File: src/rtl/rf_write_arbiter.sv
// Register-file write arbiter: after reset it zero-fills registers 1..N-1,
// then arbitrates two write ports (A = pipeline writeback, B = long-latency
// unit) onto a single registered register-file write port. A normally wins.
// B is guaranteed a grant after waiting three cycles.
//
// state | meaning
// ------+----------------------------------------------------------------
// CLEAR | zero-fill sweep of registers 1..2**ADDRESS_WIDTH-1, no grants
// RUN   | arbitration between ports A and B, init_done high
module rf_write_arbiter #(
    parameter int DATA_WIDTH    = 32,
    parameter int ADDRESS_WIDTH = 5
) (
    input  logic                     clk,
    input  logic                     rst_n,
    input  logic                     a_valid,
    input  logic [ADDRESS_WIDTH-1:0] a_addr,
    input  logic [DATA_WIDTH-1:0]    a_data,
    output logic                     a_ready,
    input  logic                     b_valid,
    input  logic [ADDRESS_WIDTH-1:0] b_addr,
    input  logic [DATA_WIDTH-1:0]    b_data,
    output logic                     b_ready,
    output logic                     rf_we,
    output logic [ADDRESS_WIDTH-1:0] rf_waddr,
    output logic [DATA_WIDTH-1:0]    rf_wdata,
    output logic                     init_done
);

    typedef enum logic {
        S_CLEAR = 1'b0,
        S_RUN   = 1'b1
    } state_t;

    state_t                   state_q, state_d;
    logic [ADDRESS_WIDTH-1:0] sweep_q, sweep_d;
    logic [1:0]               starve_q, starve_d;
    logic                     starving;
    logic                     a_xfer, b_xfer;
    logic                     we_d;
    logic [ADDRESS_WIDTH-1:0] waddr_d;
    logic [DATA_WIDTH-1:0]    wdata_d;

    // B has been kept waiting long enough that it must win this cycle
    assign starving = (starve_q == 2'd3) && b_valid;
    assign a_xfer   = a_valid && a_ready;
    assign b_xfer   = b_valid && b_ready;

    // State register: FSM state, sweep address and B starvation counter
    always_ff @(posedge clk or negedge rst_n) begin
        if (!rst_n) begin
            state_q  <= S_CLEAR;
            sweep_q  <= ADDRESS_WIDTH'(1);
            starve_q <= 2'd0;
        end else begin
            state_q  <= state_d;
            sweep_q  <= sweep_d;
            starve_q <= starve_d;
        end
    end

    // Next-state logic; the sweep counter wraps to 0 after the last
    // register, which is the cue to leave CLEAR
    always_comb begin
        state_d  = state_q;
        sweep_d  = sweep_q;
        starve_d = 2'd0;
        if (state_q == S_CLEAR) begin
            sweep_d = sweep_q + ADDRESS_WIDTH'(1);
            if (sweep_q == '0) begin
                state_d = S_RUN;
                sweep_d = sweep_q;
            end
        end else begin
            if (b_valid && !b_ready) begin
                starve_d = (starve_q == 2'd3) ? 2'd3 : starve_q + 2'd1;
            end
        end
    end

    // Output logic: grants, init flag and the next register-file write.
    // a_ready is held low whenever B is granted so the grants stay exclusive.
    always_comb begin
        b_ready   = 1'b0;
        a_ready   = 1'b0;
        init_done = 1'b0;
        we_d      = 1'b0;
        waddr_d   = rf_waddr;
        wdata_d   = rf_wdata;
        if (state_q == S_CLEAR) begin
            if (sweep_q != '0) begin
                we_d    = 1'b1;
                waddr_d = sweep_q;
                wdata_d = '0;
            end
        end else begin
            init_done = 1'b1;
            b_ready   = !a_valid || starving;
            a_ready   = !b_ready;
            if (a_xfer) begin
                we_d    = (a_addr != '0);
                waddr_d = a_addr;
                wdata_d = a_data;
            end else if (b_xfer) begin
                we_d    = (b_addr != '0);
                waddr_d = b_addr;
                wdata_d = b_data;
            end
        end
    end

    // Single output register towards the register file
    always_ff @(posedge clk or negedge rst_n) begin
        if (!rst_n) begin
            rf_we    <= 1'b0;
            rf_waddr <= '0;
            rf_wdata <= '0;
        end else begin
            rf_we    <= we_d;
            rf_waddr <= waddr_d;
            rf_wdata <= wdata_d;
        end
    end

endmodule

File: config.mk
export PLATFORM = sky130hd
export DESIGN_NAME = rf_write_arbiter
export DESIGN_NICKNAME = d
export VERILOG_FILES = /design/src/rtl/rf_write_arbiter.sv
export SDC_FILE = /design/constraint.sdc
export NUM_CORES = 1
export LEC_CHECK = 0
export CAP_MARGIN = 20
export CORE_MARGIN = 2
export CORE_UTILIZATION = 30
export DETAILED_ROUTE_END_ITERATION = 7
export PLACE_DENSITY_LB_ADDON = 0.2
export SYNTH_ARGS = -nofsm -noshare
export SYNTH_HDL_FRONTEND = slang
export SYNTH_SLANG_ARGS = --single-unit
File: constraint.sdc
create_clock -name clk -period 2.2 [get_ports clk]
set_input_delay 0.22 -clock clk [delete_from_list [all_inputs] [get_ports clk]]
set_output_delay 0.22 -clock clk [all_outputs]
set_load 0.02 [all_outputs]
==> out/results.txt, run 1 <==
H-tree Lvls: 2
Setup Fix Bufs, Post-CTS: 0
Die height: 89.51 um
WL per Instance: 15.32 um
Skew-Pair Late Insertion Delay: 0.29 ns
Vias per cell: 4.922
Layout area overhead: 64.75%
Net Sw Frac: 0.2645
Worst hold path type: input pin to async pin
FMAX: 0.5278 GHz
Post-synth top area cell: dfrtp_1
Final setup skew: 0.009438 ns
TritonRoute pass-1 iters: 7
Synthesis-stage register bit count: 46
Max incr delay on CP: 0.63 ns
Slew headroom: 0.6487
GP Congestion: 0.7463
Worst Tran Pin Value: 0.5269 ns
Largest net degree at the start of global routing: 39
Sequential power share: 0.443
PwrDens: 595.3 nW/um2
Hpwl dp: 5.024 mm
Ant. Diodes: 0
Synthesized area per cell: 9.063 um2
Cts hold-fix bufs: 1
Layout cells sized above 1: 0.07202
CTS buffer count: 5
Mapped Area: 2193 um2
RSZ-0062 raised after global routing: false
Yosys warns: 0
CTS resizes: 0
Maximum clock path buffer count: 2
Leakage: 0.001496 uW
Sequential-to-total area share from yosys stat: 0.5254
Hold WS: 0.4344 ns
Final setup fails: 0
Port Buf Inserts: 118
Initial antenna violation count: 0
Top Family by Delay on Critical Path: buffers and inverters
Final Hold Vio Count: 0
Worst EP required: 1.98 ns
CTS root buf: clkbuf_8
Synth top area share: 0.5134
Final worst path period share: 0.8613
Vias in the first global route: 2243
Global route overflow: 0
DR DRC count: 0
Number of nets still failing antenna checks after routing: 0
Int Pwr: 1582 uW
Synth top area cells: dfrtp_1 51%, a31oi_1 9.1%, o21ai_0 7.8%
CTS tree: done
VDD IR max: 0.2576 mV
Total die area: 8011 um2
Clock Power Share: 0.298
Fin nets: 441
Gr usage total: 0.1769
Final core occ: 0.5036
Crit path kind: register to output pin
# IOs: 119
Total wire length: 7.048 mm
Iteration-0 DRC Markers: 101
First-pass GRT wire length: 11.03 mm
Period minus WS final: 1.895 ns
CORE AREA: 7176 um2
Layout Cells excl Fill: 460
Final worst slack: 0.3052 ns
Commonest non-fill, non-tap cell in the layout: clkdlybuf4s50_1
Most frequent cells in the layout: 117 x clkdlybuf4s50_1, 45 x dfrtp_1, 39 x nor2_1
Psw: 569.0 uW
Pre-CTS setup slack: 0.2912 ns
Max_cap viols: 0
Num Clock Sinks: 46
Placed cell count: 452
Setup TNS: 0 ns
CP Launch Type: register
Die Width: 89.51 um
Synth cell types: 27
Critical-path top delay cell: clkdlybuf4s50_1
Net count of the mapped netlist: 322
Starting density of the core: 0.3057
CP bufs+invs: 1
Critical-path maximum fanout: 6
Worst Path Arrival: 1.67 ns
Crit. End Element: output pin
Outcome: complete, no violations
Reg clk slew, reported paths: 0.08 ns
# rows: 31
Cells after Synth: 242
Slew Viols, Final: 0
Combinational Power Share: 0.260
DR vias: 2264
CP Cell Sequence: nand2_1, nor2b_4, clkdlybuf4s50_1
-- power by group through the flow --
stage                     sequential (uW)  combinational [uW]  clock [uW]
after floorplan                      1050                 134           0
after global placement                966                 560           0
after detailed placement              969                 562           0
after CTS                             953                 566         660
after global routing                  961                 606         693
final                                 952                 559         640
-- routing by layer --
layer | vias to the layer above | GRT usage | wire (um)
met5 | - | 0 | 0
met4 | 0 | 0.03664 | 52
met3 | 4 | 0.03878 | 476
met2 | 88 | 0.2936 | 3249
met1 | 1089 | 0.2381 | 3269
li1 | 1083 | - | -
-- worst reg2reg max path: cells and delay by family, from the launching register on --
family	cells	cell delay (ns)
buffers and inverters	2	0.35
adder cells (fa/ha/maj)	1	0.20
AO/OA/AOI/OAI	2	0.33
AND/OR/NAND/NOR	2	0.24
flip-flops	1	0.56
-- metrics by stage --
stage	power [uW]	cell area (um2)
6_report	2151	3613
5_1_grt	2261	3613
4_1_cts	2178	3613
3_5_place_dp	1531	3491
3_3_place_gp	1526	3491
2_1_floorplan	1187	2193
-- worst paths after layout --
kind	start	to	slack, ns	cells past startpoint
worst max-delay path	state_q$_DFF_PN0_	a_ready	0.31	3
worst min-delay path	rst_n	rf_wdata[20]$_DFFE_PN0P_	0.43	2
worst max register to register	sweep_q[0]$_DFFE_PN1P_	rf_wdata[12]$_DFFE_PN0P_	0.45	7
worst min register to register	starve_q[0]$_DFF_PN0_	starve_q[0]$_DFF_PN0_	0.50	1
max in group asynchronous	rst_n	sweep_q[0]$_DFFE_PN1P_	1.16	3
min in group clk	a_data[10]	rf_wdata[10]$_DFFE_PN0P_	0.48	3
-- layout make-up --
type / count / area, um2
sequential: 46 / 1152
timing repair buffer: 130 / 1281
multi-input combinational: 173 / 924.6
clock buffer: 6 / 82.58
inverter: 5 / 18.77
clock inverter: 1 / 30.03
tap: 99 / 123.9
fill: 686 / 3562
-- synth_stat cells, drive strengths merged --
master / number
and3: 1
a221oi: 1
nor3b: 1
buf: 15
clkbuf: 3
o211a: 1
a21oi: 7
nor3: 2
inv: 5
nor2: 39
dfstp: 1
nor2b: 2
or4: 1
xnor2: 4
a222oi: 4
dfrtp: 45
ha: 2
nand2: 37
a31oi: 32
nor4b: 1
o21ai: 34
nand3: 4
-- logic make-up after synthesis --
logic type	Yosys count	synth area share
simple gates	88	0.1757
buf+inv	23	0.05647
fa+ha+maj	2	0.01141
flops	46	0.5254
compound gates	79	0.2151
xor+xnor	4	0.01597
-- sequential cells by signal, summed over array words and instances, names as in the netlist --
register and flops:
sweep_q 5, starve_q 2, rf_we 1, state_q 1, rf_waddr 5, rf_wdata 32
No activity file was read; power rests on OpenSTA's default activity.
==> run 2, diff against run 1 <==
--- a/config.mk
+++ b/config.mk
@@ -8,6 +8,7 @@
 export CAP_MARGIN = 20
 export CORE_MARGIN = 2
 export CORE_UTILIZATION = 30
+export CTS_CLUSTER_SIZE = 8
 export DETAILED_ROUTE_END_ITERATION = 7
 export PLACE_DENSITY_LB_ADDON = 0.2
 export SYNTH_ARGS = -nofsm -noshare
==> constraint.sdc (replaced) <==
create_clock -name clk -period 2.35 [get_ports clk]
set_input_delay 0.47 -clock clk [delete_from_list [all_inputs] [get_ports clk]]
set_output_delay 0.47 -clock clk [all_outputs]
set_load 0.02 [all_outputs]
==> run 2 against run 1 <==
Net effect:
- via count shrank 0.40%
- design area shrank 0.17%
- register-to-register slack gained 0.20 ns
- critical endpoint unchanged
- critical path depth grew 1
==> out/results.txt, run 2 (synthesized netlist as in run 1, its figures left out) <==
Outcome: complete, no violations
Final Hold Vio Count: 0 (unchanged)
Critical-path top delay cell: clkdlybuf4s50_1
Period minus WS final: 2.072 ns
Max_cap viols: 0 (unchanged)
Post-layout instance area: 3607 um2 (-0.17%)
CTS tree: done
Skew-Pair Late Insertion Delay: 0.30 ns (about the same)
Iteration-0 DRC Markers: 75 (-26%)
Num Clock Sinks: 46 (unchanged)
Top reg by flops: rf_wdata
FMAX: 0.4826 GHz
Largest net degree at the start of global routing: 47 (+21%)
CTS buffer count: 5 (unchanged)
CP startpoint: a_valid
VDD IR max: 0.2587 mV (+0.45%)
Vias in the first global route: 2165 (-3.5%)
Vias per cell: 4.924 (about the same)
Worst hold path type: input pin to async pin
CP Cell Sequence: clkdlybuf4s50_1, nand2_1, nor2b_4, dlygate4sd2_1
Max reg flops: 32 (unchanged)
Port Buf Inserts: 118 (unchanged)
Dpl cell area: 3501 um2 (+0.29%)
Slew headroom: 0.6008 (-0.04793)
Ant. Diodes: 0 (unchanged)
Leakage: 0.001497 uW (about the same)
Reg2Reg Setup Slack: 0.65 ns (+0.20 ns)
PwrDens: 553.5 nW/um2 (-7.0%)
Hpwl dp: 4.698 mm (-6.5%)
Worst Reg-to-Reg Cells: 7 (unchanged)
Layout Cells excl Fill: 458 (-0.43%)
Pre-CTS setup slack: -0.004163 ns (-0.2954 ns)
Cts hold-fix bufs: 0 (-1)
Final setup skew: 0.004995 ns (-0.004443 ns)
DR DRC count: 0 (unchanged)
Global route overflow: 0 (unchanged)
Largest registers: rf_wdata (32), rf_waddr (5), sweep_q (5)
H-tree Lvls: 2 (unchanged)
Die Width: 89.51 um (unchanged)
Commonest non-fill, non-tap cell in the layout: clkdlybuf4s50_1
Max incr delay on CP: 0.52 ns (-0.11 ns)
Fin nets: 438 (-0.68%)
RSZ-0062 raised after global routing: false
Placed cell count: 450 (-0.44%)
CP Launch Type: input pin
DR vias: 2255 (-0.40%)
Initial antenna violation count: 0 (unchanged)
Number of nets still failing antenna checks after routing: 0 (unchanged)
Critical-path maximum fanout: 3 (-3)
Reg clk slew, reported paths: 0.09 ns (about the same)
First-pass GRT wire length: 10.54 mm (-4.4%)
Die height: 89.51 um (unchanged)
# rows: 31 (unchanged)
Worst EP required: 1.88 ns (-0.10 ns)
TritonRoute pass-1 iters: 4 (-3)
WL per Instance: 15.21 um (-0.76%)
Worst Path Arrival: 1.60 ns (-0.07 ns)
Total die area: 8011 um2 (unchanged)
CTS root buf: clkbuf_8
Critical Path End: a_ready
Final setup fails: 0 (unchanged)
Final worst path period share: 0.8818
Crit. End Element: output pin
Slew Viols, Final: 0 (unchanged)
R2r endpoint: rf_wdata[11]$_DFFE_PN0P_
Worst Tran Pin Value: 0.5988 ns (+0.07189 ns)
FF-to-FF Start: sweep_q[0]$_DFFE_PN1P_
# IOs: 119 (unchanged)
Total wire length: 6.964 mm (-1.2%)
Maximum clock path buffer count: 2 (unchanged)
Most frequent cells in the layout: 115 x clkdlybuf4s50_1, 45 x dfrtp_1, 39 x nor2_1
Layout cells sized above 1: 0.06964 (-0.002384)
GP Congestion: 0.7601 (+1.8%)
Layout area overhead: 64.46%
Starting density of the core: 0.3057 (unchanged)
Gr usage total: 0.1713 (-0.005569)
Final worst slack: 0.2777 ns (-0.02747 ns)
CORE AREA: 7176 um2 (unchanged)
Crit path kind: input pin to output pin
-- run 2: changes by cell type in the layout (fill, tap and decap cells not counted) --
cell             change
dlygate4sd2_1        +2
buf_12               +2
dlygate4sd3_1        -1
clkbuf_8             -1
clkinv_2             +2
buf_4                -4
clkdlybuf4s50_1      -2
-- run 2: metrics by stage --
step / utilization / TNS [ns] / hold slack (ns) / total power, uW
global route: 0.5027 / 0 / 0.2870 / 2096
detailed placement: 0.4879 / -0.004163 / 0.4842 / 1433
finish: 0.5027 / 0 / 0.2548 / 1997
floorplan: - / 0 / 0.1744 / 1111
global placement: 0.4879 / -0.02248 / 0.4818 / 1429
CTS: 0.5027 / 0 / 0.2770 / 2028
-- run 2: timing repair --
action                     4_1_cts  5_1_grt
setup buffers                    0        0
setup endpoints to repair        2        0
resized for setup                2        0
-- run 2: critical path: cells and delay by family --
kind                   cells  cell delay (ns)
buffers and inverters      2             0.86
and+or+nand+nor            2             0.26
-- run 2: how the worst min path moves through the flow --
| stage | slack (ns) | from | to |
|---|---|---|---|
| final | 0.25 | rst_n | rf_wdata[17]$_DFFE_PN0P_ |
| after global placement | 0.48 | starve_q[0]$_DFF_PN0_ | starve_q[0]$_DFF_PN0_ |
| after CTS | 0.28 | rst_n | rf_wdata[17]$_DFFE_PN0P_ |
| after detailed placement | 0.48 | starve_q[0]$_DFF_PN0_ | starve_q[0]$_DFF_PN0_ |
| after floorplan | 0.17 | rst_n | rf_waddr[0]$_DFFE_PN0P_ |
| after global routing | 0.29 | rst_n | rf_wdata[17]$_DFFE_PN0P_ |
-- run 2: where the power goes --
part           switching, uW  internal [uW]
logic                    239            284
clock network            272            313
registers               32.7            856
total                    543           1450
-- run 2: layer usage --
layer	up-vias	routed length (um)	global-route usage
li1	1078	-	-
met4	0	63	0.04071
met5	-	0	0
met2	87	3124	0.2842
met1	1083	3219	0.2234
met3	7	556	0.04617
-- run 2: cell type report --
type	count	area (um2)
clock buffer	5	68.82
clock inverter	3	40.04
fill	711	3568
inverter	5	18.77
multi-input combinational	173	924.6
sequential	46	1152
tap	99	123.9
timing repair buffer	127	1279
==> run 3, diff against run 2 <==
--- a/config.mk
+++ b/config.mk
@@ -10,6 +10,7 @@
 export CORE_UTILIZATION = 30
 export CTS_CLUSTER_SIZE = 8
 export DETAILED_ROUTE_END_ITERATION = 7
+export MAX_ROUTING_LAYER = met4
 export PLACE_DENSITY_LB_ADDON = 0.2
 export SYNTH_ARGS = -nofsm -noshare
 export SYNTH_HDL_FRONTEND = slang
==> run 3 against run 2 <==
Net effect:
- core utilization unchanged
- die area unchanged
- sequential power is essentially flat
- count of clock-buffer cells in the layout is the same
- first-iteration DRC count decreased by 8.0%
==> out/results.txt, run 3 (synthesized netlist as in run 1, its figures left out) <==
Most frequent cells in the layout: 115 x clkdlybuf4s50_1, 45 x dfrtp_1, 39 x nor2_1
Outcome: complete, no violations
Num Clock Sinks: 46 (unchanged)
GRT met1 Usage: 0.2257 (+0.002303)
CTS tree: done
Critical-path maximum fanout: 3 (unchanged)
Top Usage Layer GRT: met2
Pre-CTS setup slack: -0.004163 ns (unchanged)
TritonRoute pass-1 iters: 5 (+1)
Iteration-0 DRC Markers: 69 (-8.0%)
Fin nets: 438 (unchanged)
Leakage: 0.001497 uW (unchanged)
Max_cap viols: 0 (unchanged)
Max reg flops: 32 (unchanged)
Port Buf Inserts: 118 (unchanged)
Final setup skew: 0.005102 ns (+0.0001077 ns)
Reg clk slew, reported paths: 0.09 ns (about the same)
Sequential power share: 0.445 (about the same)
GP Congestion: 0.7701 (+1.3%)
Worst hold path type: input pin to async pin
CP Cell Sequence: clkdlybuf4s50_1, nand2_1, nor2b_4, dlygate4sd2_1
R2r endpoint: rf_wdata[11]$_DFFE_PN0P_
Crit. End Element: output pin
Slew headroom: 0.6010 (about the same)
Hpwl dp: 4.698 mm (unchanged)
Worst EP required: 1.88 ns (about the same)
VDD IR max: 0.2588 mV (about the same)
RSZ-0062 raised after global routing: false
Setup TNS: 0 ns (unchanged)
Worst Path Arrival: 1.60 ns (about the same)
Setup Fix Bufs, Post-CTS: 0 (unchanged)
Slew Viols, Final: 0 (unchanged)
Final setup fails: 0 (unchanged)
Top reg by flops: rf_wdata
Critical-path top delay cell: clkdlybuf4s50_1
Gr usage total: 0.1765 (+0.005232)
DR DRC count: 0 (unchanged)
Reg2Reg Setup Slack: 0.65 ns (about the same)
Initial antenna violation count: 0 (unchanged)
Die Width: 89.51 um (unchanged)
FF-to-FF Start: sweep_q[0]$_DFFE_PN1P_
Starting density of the core: 0.3057 (unchanged)
Period minus WS final: 2.072 ns (+0.0001790 ns)
Total wire length: 6.959 mm (about the same)
# IOs: 119 (unchanged)
CTS root buf: clkbuf_8
Commonest non-fill, non-tap cell in the layout: clkdlybuf4s50_1
WL per Instance: 15.19 um (about the same)
GR met3 Demand/Resource: 0.04247 (-0.003693)
H-tree Lvls: 2 (unchanged)
Layout area overhead: 64.46% (unchanged)
Skew-Pair Late Insertion Delay: 0.30 ns (about the same)
First-pass GRT wire length: 10.54 mm (unchanged)
Combinational Power Share: 0.262 (about the same)
# rows: 31 (unchanged)
Final worst path period share: 0.8819 (about the same)
Hold WS: 0.2535 ns (-0.001330 ns)
Layout cells sized above 1: 0.06964 (unchanged)
Clock Power Share: 0.294 (about the same)
Total die area: 8011 um2 (unchanged)
Net Sw Frac: 0.2726 (+0.0006427)
Global route overflow: 0 (unchanged)
Final worst slack: 0.2776 ns (-0.0001790 ns)
CP Launch Type: input pin
Psw: 544.7 uW (+0.33%)
Number of nets still failing antenna checks after routing: 0 (unchanged)
Int Pwr: 1454 uW (about the same)
Largest net degree at the start of global routing: 47 (unchanged)
CTS resizes: 2 (unchanged)
Final Hold Vio Count: 0 (unchanged)
Vias in the first global route: 2165 (unchanged)
Largest registers: rf_wdata (32), rf_waddr (5), sweep_q (5)
FMAX: 0.4825 GHz (about the same)
Die height: 89.51 um (unchanged)
CORE AREA: 7176 um2 (unchanged)
Maximum clock path buffer count: 2 (unchanged)
Max incr delay on CP: 0.52 ns (about the same)
GR Util met2: 0.2842 (unchanged)
Ant. Diodes: 0 (unchanged)
Worst Reg-to-Reg Cells: 7 (unchanged)
CTS buffer count: 5 (unchanged)
PwrDens: 554.0 nW/um2 (about the same)
Cts hold-fix bufs: 0 (unchanged)
Vias per cell: 4.954 (+0.62%)
DR vias: 2269 (+0.62%)
Crit path kind: input pin to output pin
Worst Tran Pin Value: 0.5986 ns (-0.0002250 ns)
run 3: cell counts in the layout (fill, tap and decap cells not counted):
No cell type changed its count.
run 3: metrics by stage:
stage	instances	total power, uW	cell area, um2	utilization
after global routing	458	2096	3607	0.5027
final	458	1999	3607	0.5027
after detailed placement	450	1433	3501	0.4879
after floorplan	242	1111	2193	-
after CTS	458	2028	3607	0.5027
after global placement	450	1429	3501	0.4879
run 3: power groups by stage:
stage	logic [uW]	registers (uW)	clock network (uW)
final	523	889	587
after CTS	529	889	610
after floorplan	125	986	0
after global routing	561	897	638
after global placement	526	903	0
after detailed placement	528	906	0
run 3: routing by layer:
metal  vias to the layer above  part of all wire  wire, um
met1                      1095              0.47      3254
met3                         8             0.074       518
met4                         0            0.0092        64
li1                       1078                 -         -
met2                        88              0.45      3121
met5                         -                 0         0
run 3: worst max-delay path by stage:
stage,startpoint,end,cells past startpoint
final,a_valid,a_ready,4
after global routing,a_valid,a_ready,4
after CTS,b_valid,b_ready,4
after detailed placement,b_valid,b_ready,4
after global placement,a_valid,a_ready,4
after floorplan,sweep_q[0]$_DFFE_PN1P_,rf_wdata[2]$_DFFE_PN0P_,7
run 3: critical path: cells and delay by family:
| kind | cells | cell delay [ns] |
|---|---|---|
| AND/OR/NAND/NOR | 2 | 0.26 |
| buffers and inverters | 2 | 0.86 |
run 3: layout make-up:
cell class,instances,area (um2)
Clock inverter,3,40.04
Inverter,5,18.77
Clock buffer,5,68.82
Fill cell,711,3568
Tap cell,99,123.9
Multi-Input combinational cell,173,924.6
Timing Repair Buffer,127,1279
Sequential cell,46,1152
